## src/rtl/fetch_queue_unit.sv

```systemverilog
// Instruction-fetch stage: supervisor-aware fetch PC, DEPTH-entry {pc, instr} queue toward decode,
// reset/ILLOP/IRQ/redirect steering and EPC capture. Define FETCH_BYPASS_EN for zero-latency ROM bypass.
module fetch_queue_unit #(
  parameter int unsigned DEPTH    = 4,
  parameter logic [31:0] RESET_PC = 32'h8000_0000,
  parameter logic [31:0] ILLOP_PC = 32'h8000_0004,
  parameter logic [31:0] XADR_PC  = 32'h8000_0008
) (
  input  logic        clk,
  input  logic        reset,
  output logic [31:0] imem_addr,
  input  logic [31:0] imem_rdata,
  output logic        if_valid,
  input  logic        if_ready,
  output logic [31:0] if_pc,
  output logic [31:0] if_instr,
  output logic [31:0] if_pcadd4,
  input  logic        redir_valid,
  input  logic [31:0] redir_pc,
  input  logic        exc_illop,
  input  logic        irq,
  output logic        irq_ack,
  output logic [31:0] epc
);

  localparam int unsigned PTR_W = (DEPTH > 1) ? $clog2(DEPTH) : 1;
  localparam int unsigned CNT_W = PTR_W + 1;
  localparam logic [CNT_W-1:0] DEPTH_C = CNT_W'(DEPTH);

  logic [31:0]      fpc_q, fpc_d;
  logic [31:0]      epc_q, epc_d;
  logic [CNT_W-1:0] count_q, count_d;
  logic [PTR_W-1:0] rd_ptr_q, rd_ptr_d;
  logic [PTR_W-1:0] wr_ptr_q, wr_ptr_d;

  logic [31:0] entry_pc_q    [DEPTH];
  logic [31:0] entry_instr_q [DEPTH];

  logic        irq_take;
  logic        flush;
  logic        q_empty;
  logic        q_full;
  logic        bypass_active;
  logic        bypass_take;
  logic        pop;
  logic        push;
  logic        advance;
  logic [31:0] head_pc;
  logic [31:0] head_instr;
  logic [31:0] fpc_inc;

  // Supervisor mode (fpc[31]) masks interrupts; a held irq is re-evaluated every cycle.
  always_comb begin
    irq_take   = irq & ~fpc_q[31];
    flush      = exc_illop | irq_take | redir_valid;
    q_empty    = (count_q == '0);
    q_full     = (count_q == DEPTH_C);
    head_pc    = entry_pc_q[rd_ptr_q];
    head_instr = entry_instr_q[rd_ptr_q];
    fpc_inc    = {fpc_q[31], fpc_q[30:0] + 31'd4};
  end

`ifdef FETCH_BYPASS_EN
  always_comb begin
    bypass_active = q_empty & ~flush & ~reset;
  end
`else
  always_comb begin
    bypass_active = 1'b0;
  end
`endif

  always_comb begin
    if_valid  = ~reset & ~flush & (~q_empty | bypass_active);
    if_pc     = bypass_active ? fpc_q      : head_pc;
    if_instr  = bypass_active ? imem_rdata : head_instr;
    if_pcadd4 = {if_pc[31], if_pc[30:0] + 31'd4};
    imem_addr = fpc_q;
    epc       = epc_q;
    irq_ack   = ~reset & ~exc_illop & irq_take;
  end

  // A bypassed word handed straight to decode is never enqueued, but the PC still advances.
  always_comb begin
    pop         = if_valid & if_ready & ~q_empty;
    bypass_take = bypass_active & if_ready;
    push        = ~reset & ~flush & ~bypass_take & (~q_full | pop);
    advance     = push | bypass_take;
  end

  always_comb begin
    fpc_d    = fpc_q;
    epc_d    = epc_q;
    count_d  = count_q;
    rd_ptr_d = rd_ptr_q;
    wr_ptr_d = wr_ptr_q;
    if (reset) begin
      fpc_d    = RESET_PC;
      epc_d    = '0;
      count_d  = '0;
      rd_ptr_d = '0;
      wr_ptr_d = '0;
    end else if (flush) begin
      count_d  = '0;
      rd_ptr_d = '0;
      wr_ptr_d = '0;
      if (exc_illop) begin
        fpc_d = ILLOP_PC;
      end else if (irq_take) begin
        fpc_d = XADR_PC;
        epc_d = q_empty ? fpc_q : head_pc;
      end else begin
        fpc_d = redir_pc;
      end
    end else begin
      if (advance) begin
        fpc_d = fpc_inc;
      end
      if (push) begin
        wr_ptr_d = wr_ptr_q + PTR_W'(1);
      end
      if (pop) begin
        rd_ptr_d = rd_ptr_q + PTR_W'(1);
      end
      count_d = count_q + CNT_W'(push) - CNT_W'(pop);
    end
  end

  always_ff @(posedge clk) begin
    fpc_q    <= fpc_d;
    epc_q    <= epc_d;
    count_q  <= count_d;
    rd_ptr_q <= rd_ptr_d;
    wr_ptr_q <= wr_ptr_d;
  end

  // Queue payload needs no reset: count gates every read.
  always_ff @(posedge clk) begin
    if (push) begin
      entry_pc_q[wr_ptr_q]    <= fpc_q;
      entry_instr_q[wr_ptr_q] <= imem_rdata;
    end
  end

  assert property (@(posedge clk) disable iff (reset) count_q <= DEPTH_C);
  assert property (@(posedge clk) disable iff (reset) !(push && q_full && !pop));
  assert property (@(posedge clk) disable iff (reset) !(pop && q_empty));

endmodule
```

## config.mk

```make
export PLATFORM = sky130hd
export DESIGN_NAME = fetch_queue_unit
export DESIGN_NICKNAME = d
export VERILOG_FILES = /design/src/rtl/fetch_queue_unit.sv
export SDC_FILE = /design/constraint.sdc
export NUM_CORES = 1
export LEC_CHECK = 0
export CORE_MARGIN = 2
export CORE_UTILIZATION = 35
export DETAILED_ROUTE_END_ITERATION = 6
export SLEW_MARGIN = 20
export SYNTH_ARGS = -nofsm -noshare
export SYNTH_HDL_FRONTEND = slang
export SYNTH_SLANG_ARGS = --single-unit
```

## constraint.sdc

```tcl
create_clock -name clk -period 7.3 [get_ports clk]
set_clock_uncertainty 0.05 [all_clocks]
set_input_delay 1.46 -clock clk [delete_from_list [all_inputs] [get_ports clk]]
set_output_delay 1.46 -clock clk [all_outputs]
set_load 0.02 [all_outputs]
```

==> results of run 1 <==
[worst max-delay path by stage]
stage,slack (ps),depth (start not counted),to
final,1830,6,if_pcadd4[29]
after detailed placement,2250,7,if_pcadd4[30]
after global placement,2290,7,if_pcadd4[30]
after global routing,1460,6,if_pcadd4[29]
after floorplan,3090,4,entry_instr_q[0][0]$_DFFE_PP_
after CTS,1680,7,if_pcadd4[30]
[metal layers]
layer	GRT usage (%)	vias to the layer above	share of wire, %
met3	2.806	63	5.0
li1	-	3935	-
met4	6.565	0	3.2
met2	27.82	239	47
met5	0	-	0
met1	24.21	4279	45
[metrics by stage]
stage | power (mW) | utilization [%] | setup WS, ps | hold slack, ps | instances
after floorplan | 2.188 | - | 3089 | 414.7 | 879
after global placement | 2.312 | 42.81 | 2287 | 401.7 | 1590
after detailed placement | 2.315 | 42.81 | 2248 | 403.7 | 1590
after CTS | 4.031 | 45.65 | 1678 | 419.0 | 1655
after global routing | 4.114 | 45.71 | 1464 | 455.3 | 1658
final | 3.983 | 45.71 | 1832 | 424.3 | 1658
[state kept, by name, summed over array words and instances (netlist names), named ones only]
name           cells
count_q            3
entry_instr_q    128
entry_pc_q       128
epc               32
imem_addr         32
rd_ptr_q           2
wr_ptr_q           2
[cells by family after synthesis]
group	share of synthesized area, %
AND/OR/NAND/NOR	8.668
XOR/XNOR	2.491
buffers and inverters	2.409
AO/OA/AOI/OAI	5.721
flip-flops	66.72
multiplexers	13.12
adder cells (fa/ha/maj)	0.8759
[power groups by stage]
stage / Combinational [mW] / Sequential [mW] / Clock [mW]
floorplan: 0.0888 / 2.10 / 0
global placement: 0.216 / 2.10 / 0
detailed placement: 0.218 / 2.10 / 0
CTS: 0.219 / 2.06 / 1.75
global route: 0.231 / 2.06 / 1.82
finish: 0.217 / 2.06 / 1.71
[cell usage in the layout, fill, tap and decap left out, types with 3 or more instances in the layout]
cell,netlist,routed
edfxtp_1,256,256
clkdlybuf4s50_1,0,230
dfxtp_1,73,71
mux4_2,62,62
nor2_1,58,57
nand2_1,48,48
clkbuf_16,0,37
a211oi_1,35,35
mux2i_1,35,35
a21oi_1,31,31
nor3_1,25,25
nand3_1,25,25
xor2_1,22,22
inv_1,17,17
xnor2_1,17,17
buf_4,6,14
nand4_1,11,11
clkbuf_1,28,11
and3_1,14,10
o21ai_0,9,9
ha_1,8,8
and4_1,7,7
clkinv_2,0,7
and3_4,2,6
and2_1,6,6
a22o_1,6,6
nor4_1,5,5
a31oi_1,5,5
clkinv_1,0,5
a22oi_1,4,4
nor3_2,3,3
o211ai_1,3,3
o311ai_0,3,3
[worst register-to-register path, delay by kind of cell (launching register included)]
kind / cells / cell delay [ps]
and+or+nand+nor: 2 / 1440
buffers and inverters: 1 / 590
DFF: 1 / 430
[area by class of cell]
class	instances	area (sq um)	share of cell area, %
Inverter	17	63.81	0.3612
Timing Repair Buffer	246	2432	13.77
Tap cell	518	648.1	3.669
Multi-Input combinational cell	481	4263	24.13
Antenna cell	2	5.005	0.02833
Clock inverter	15	103.9	0.5878
Sequential cell	329	9156	51.83
Clock buffer	50	994.7	5.630
==> results.sh, run 1 <==
export IMPL_tns_ps=0
export IMPL_r2r_end="entry_pc_q[1][0]$_DFFE_PP_"
export IMPL_cp_data_required_time_ps=5790
export IMPL_power_per_cell_area_nw_per_um2=225.5
export IMPL_ys_types=63
export IMPL_cts_tree="built"
export IMPL_grt_max_degree=65
export IMPL_fp_dieW_um=201.9
export IMPL_synth_cells=879
export IMPL_htreeDepth=2
export IMPL_synth_area_leaders="edfxtp_1 56%, dfxtp_1 11%, mux4_2 10%"
export IMPL_grt_pass1_wl_mm=53.84
export IMPL_worst_r2r_setup_slack_ps=4370
export IMPL_maxSlewHeadroom_pct=29.69
export IMPL_power_leakage_nw=5.482
export IMPL_pwr_share_seq_pct=51.6
export IMPL_ys_seq_elements=329
export IMPL_io_pin_count=232
export IMPL_arrival_ps=3960
export IMPL_p_int_mw=3.127
export IMPL_cts_resized=0
export IMPL_die_y_um=201.9
export IMPL_grt_overflow=0
export IMPL_cts_buffers_inserted=37
export IMPL_yosysSeqAreaShare_pct=66.72
export IMPL_post_drt_via_cell_ratio=5.136
export IMPL_gp_congestion=0.7889
export IMPL_vias=8516
export IMPL_crit_type="flop to primary output"
export IMPL_first_pass_iters=5
export IMPL_post_cts_buffers=0
export IMPL_clkPwrFrac_pct=42.9
export IMPL_area_growth_pct=28.83
export IMPL_netSwitchingFraction_pct=21.49
export IMPL_antenna_left=0
export IMPL_synth_most_common_cell="edfxtp_1"
export IMPL_synth_top_area_share_pct=56.06
export IMPL_path_delay_family="buffers and inverters"
export IMPL_die_area_sq_um=40780
export IMPL_hold_violations=0
export IMPL_combPwrFrac_pct=5.4
export IMPL_cp_slowest_cell="dfxtp_4"
export IMPL_synth_nets=958
export IMPL_clock_sinks=329
export IMPL_antenna_found_initial=2
export IMPL_final_area_sq_um=17670
export IMPL_timing_rr_start="count_q[1]$_SDFF_PP0_"
export IMPL_hold_depth=2
export IMPL_switching_power_uw=855.8
export IMPL_synth_avg_cell_area_sq_um=15.60
export IMPL_drive_gt1_share_pct=13.44
export IMPL_drtIter0Drc=488
export IMPL_cts_buffer_depth=3
export IMPL_finalCritPeriodShare_pct=74.91
export IMPL_drc=0
export IMPL_critPathCaptureType="primary output"
export IMPL_insertion_delay_ps=530
export IMPL_ir_drop_v=0.0001525
export IMPL_crit_path_start_kind="flop"
export IMPL_synth_edf_count=256
export IMPL_io_buffers=231
export IMPL_finalNetCount=1191
export IMPL_cp_slowest_stage_delay_ps=940
export IMPL_crit_fanout=43
export IMPL_dp_hpwl_mm=23.00
export IMPL_min_to="epc[31]$_SDFFE_PP0P_"
export IMPL_track_usage_pct=17.48
export IMPL_rr_worst_depth=3
export IMPL_path_clk_slew_ps=60
export IMPL_fmax_mhz=182.9
export IMPL_synth_ff_type="edfxtp_1"
export IMPL_row_count=72
export IMPL_hp_class="flop to flop"
export IMPL_fp_coreArea_sq_um=38650
export IMPL_nFillCells=3374
export IMPL_place_area_sq_um=16540
export IMPL_ys_warn_count=0
export IMPL_maxCapViolations=0
export IMPL_rsz0062_at_grt="no"
export IMPL_holdCritStartpoint="epc[31]$_SDFFE_PP0P_"
export IMPL_ys_top_cells_by_count="256 x edfxtp_1, 73 x dfxtp_1, 62 x mux4_2"
export IMPL_worst_pin_slew_ps=1055
export IMPL_routedWlPerCell_um=21.66
export IMPL_fin_crit_ps=5468
export IMPL_setup_viol=0
export IMPL_synthArstFlopShare_pct=0
export IMPL_path_cells="buf_4, mux4_2, nand4_1, nor3_1, xnor2_1, clkdlybuf4s50_1"
export IMPL_grt_pass1_vias=8457
export IMPL_status="completed"
export IMPL_clock_tree_root_cell="clkbuf_16"
export IMPL_hold_buffers=0
export IMPL_synth_area_leader_cell="edfxtp_1"
export IMPL_wl_mm=35.91
export IMPL_start_util_pct=35.48
export IMPL_crit_buf_inv=2
export IMPL_syn_area_sq_um=13710
export IMPL_slew_violations=0
Note: power is estimated with default switching activity, not from simulation.
==> run 2, diff against run 1 <==
==> constraint.sdc (replaced) <==
create_clock -name clk -period 5.26 [get_ports clk]
set_clock_uncertainty 0.05 [all_clocks]
set_input_delay 1.052 -clock clk [delete_from_list [all_inputs] [get_ports clk]]
set_output_delay 1.052 -clock clk [all_outputs]
set_load 0.02 [all_outputs]
==> results.sh, run 2 (synthesis gave the netlist of run 1 again) <==
export IMPL_status="completed"
export IMPL_rr_worst_depth=9
export IMPL_cts_resized=0
export IMPL_power_leakage_nw=5.528
export IMPL_ir_drop_v=0.0001895
export IMPL_crit_path_start_kind="flop"
export IMPL_largest_registers="entry_instr_q: 128 flops, entry_pc_q: 128 flops"
export IMPL_holdCritStartpoint="epc[22]$_SDFFE_PP0P_"
export IMPL_fp_dieW_um=201.9
export IMPL_hold_depth=2
export IMPL_cts_tree="built"
export IMPL_vias=8497
export IMPL_die_area_sq_um=40780
export IMPL_cts_buffer_depth=3
export IMPL_power_per_cell_area_nw_per_um2=317.6
export IMPL_arrival_ps=3700
export IMPL_hp_class="flop to flop"
export IMPL_grt_pass1_vias=8704
export IMPL_hold_buffers=0
export IMPL_antenna_left=0
export IMPL_cts_buffers_inserted=36
export IMPL_place_area_sq_um=16540
export IMPL_routedWlPerCell_um=21.40
export IMPL_maxSlewHeadroom_pct=29.42
export IMPL_maxCapViolations=0
export IMPL_htreeDepth=2
export IMPL_r2r_end="count_q[2]$_SDFF_PP0_"
export IMPL_grt_max_degree=65
export IMPL_clock_tree_root_cell="clkbuf_16"
export IMPL_setup_viol=0
export IMPL_row_count=72
export IMPL_post_drt_via_cell_ratio=5.125
export IMPL_min_to="epc[22]$_SDFFE_PP0P_"
export IMPL_area_growth_pct=29.75
export IMPL_hold_violations=0
export IMPL_fin_crit_ps=4802
export IMPL_gp_congestion=0.7580
export IMPL_rsz0062_at_grt="no"
export IMPL_fmax_mhz=208.2
export IMPL_cp_data_required_time_ps=4160
export IMPL_first_pass_iters=4
export IMPL_io_pin_count=232
export IMPL_die_y_um=201.9
export IMPL_fp_coreArea_sq_um=38650
export IMPL_start_util_pct=35.48
export IMPL_grt_overflow=0
export IMPL_clock_sinks=329
export IMPL_critPathCaptureType="primary output"
export IMPL_path_clk_slew_ps=60
export IMPL_wl_mm=35.48
export IMPL_layout_commonest_cell="edfxtp_1"
export IMPL_worst_pin_slew_ps=1059
export IMPL_worst_r2r_setup_slack_ps=2460
export IMPL_crit_fanout=36
export IMPL_timing_rr_start="count_q[1]$_SDFF_PP0_"
export IMPL_antenna_found_initial=1
export IMPL_slew_violations=0
export IMPL_post_cts_buffers=0
export IMPL_crit_type="flop to primary output"
export IMPL_finalNetCount=1191
export IMPL_final_area_sq_um=17790
export IMPL_tns_ps=0
export IMPL_grt_pass1_wl_mm=54.21
export IMPL_io_buffers=231
export IMPL_track_usage_pct=17.43
export IMPL_insertion_delay_ps=510
export IMPL_drtIter0Drc=545
export IMPL_finalCritPeriodShare_pct=91.30
export IMPL_dp_hpwl_mm=22.97
export IMPL_drc=0
export IMPL_final_cell_mix="256 x edfxtp_1, 230 x clkdlybuf4s50_1, 71 x dfxtp_1"
export IMPL_drive_gt1_share_pct=13.78
-- run 2: area by class of cell --
type                    instances  area (sq um)
fillers                      3346         20850
flip-flops and latches        329          9156
multi-input cells             481          4263
repair buffers                247          2487
clock buffers                  52          1022
well taps                     518         648.1
clock inverters                13         150.1
inverters                      17         63.81
diodes                          1         2.502
-- run 2: per-layer routing --
metal / global-route usage (%) / routed length [um]
met5: 0 / 0
met4: 5.016 / 754
met3: 2.499 / 1863
met2: 28.56 / 17230
met1: 24.23 / 15630
-- run 2: through the flow --
step	hold WS, ps	total power [mW]	util [%]	cells	worst slack, ps
final	444.4	5.651	46.04	1658	457.8
after floorplan	414.7	3.036	-	879	1457
after detailed placement	418.2	3.214	42.79	1589	937.7
after global placement	414.1	3.210	42.79	1589	972.6
after CTS	432.4	5.713	45.82	1654	385.6
after global routing	439.6	5.841	46.04	1658	284.0
-- run 2: power by group --
part           total, mW  switching (mW)  internal [mW]
clock               2.49           0.990           1.50
sequential          2.85          0.0297           2.82
combinational      0.304           0.162          0.142
total               5.65            1.18           4.47
-- run 2: worst max path at each step --
stage | start | endpoint | depth (start not counted)
finish | flop | if_pcadd4[30] | 7
global route | flop | if_pcadd4[30] | 7
CTS | flop | if_pcadd4[30] | 7
detailed placement | flop | if_pcadd4[30] | 7
global placement | flop | if_pcadd4[30] | 7
floorplan | exc_illop | entry_instr_q[0][0]$_DFFE_PP_ | 4
-- run 2: worst max-delay path, stage by stage, from the launching register on --
cell             delay (ps)
dfxtp_4                 720
mux4_2                  390
ha_1                    270
and4_2                  350
nand3_4                 190
nor4_4                  390
xor2_1                  170
clkdlybuf4s50_1         680
==> run 3, diff against run 2 <==
--- a/config.mk
+++ b/config.mk
@@ -8,6 +8,7 @@
 export CORE_MARGIN = 2
 export CORE_UTILIZATION = 35
 export DETAILED_ROUTE_END_ITERATION = 6
+export SKIP_CTS_REPAIR_TIMING = 1
 export SLEW_MARGIN = 20
 export SYNTH_ARGS = -nofsm -noshare
 export SYNTH_HDL_FRONTEND = slang
==> results of run 3 <==
Final layout, timing and power as in run 2 (identical DEF).
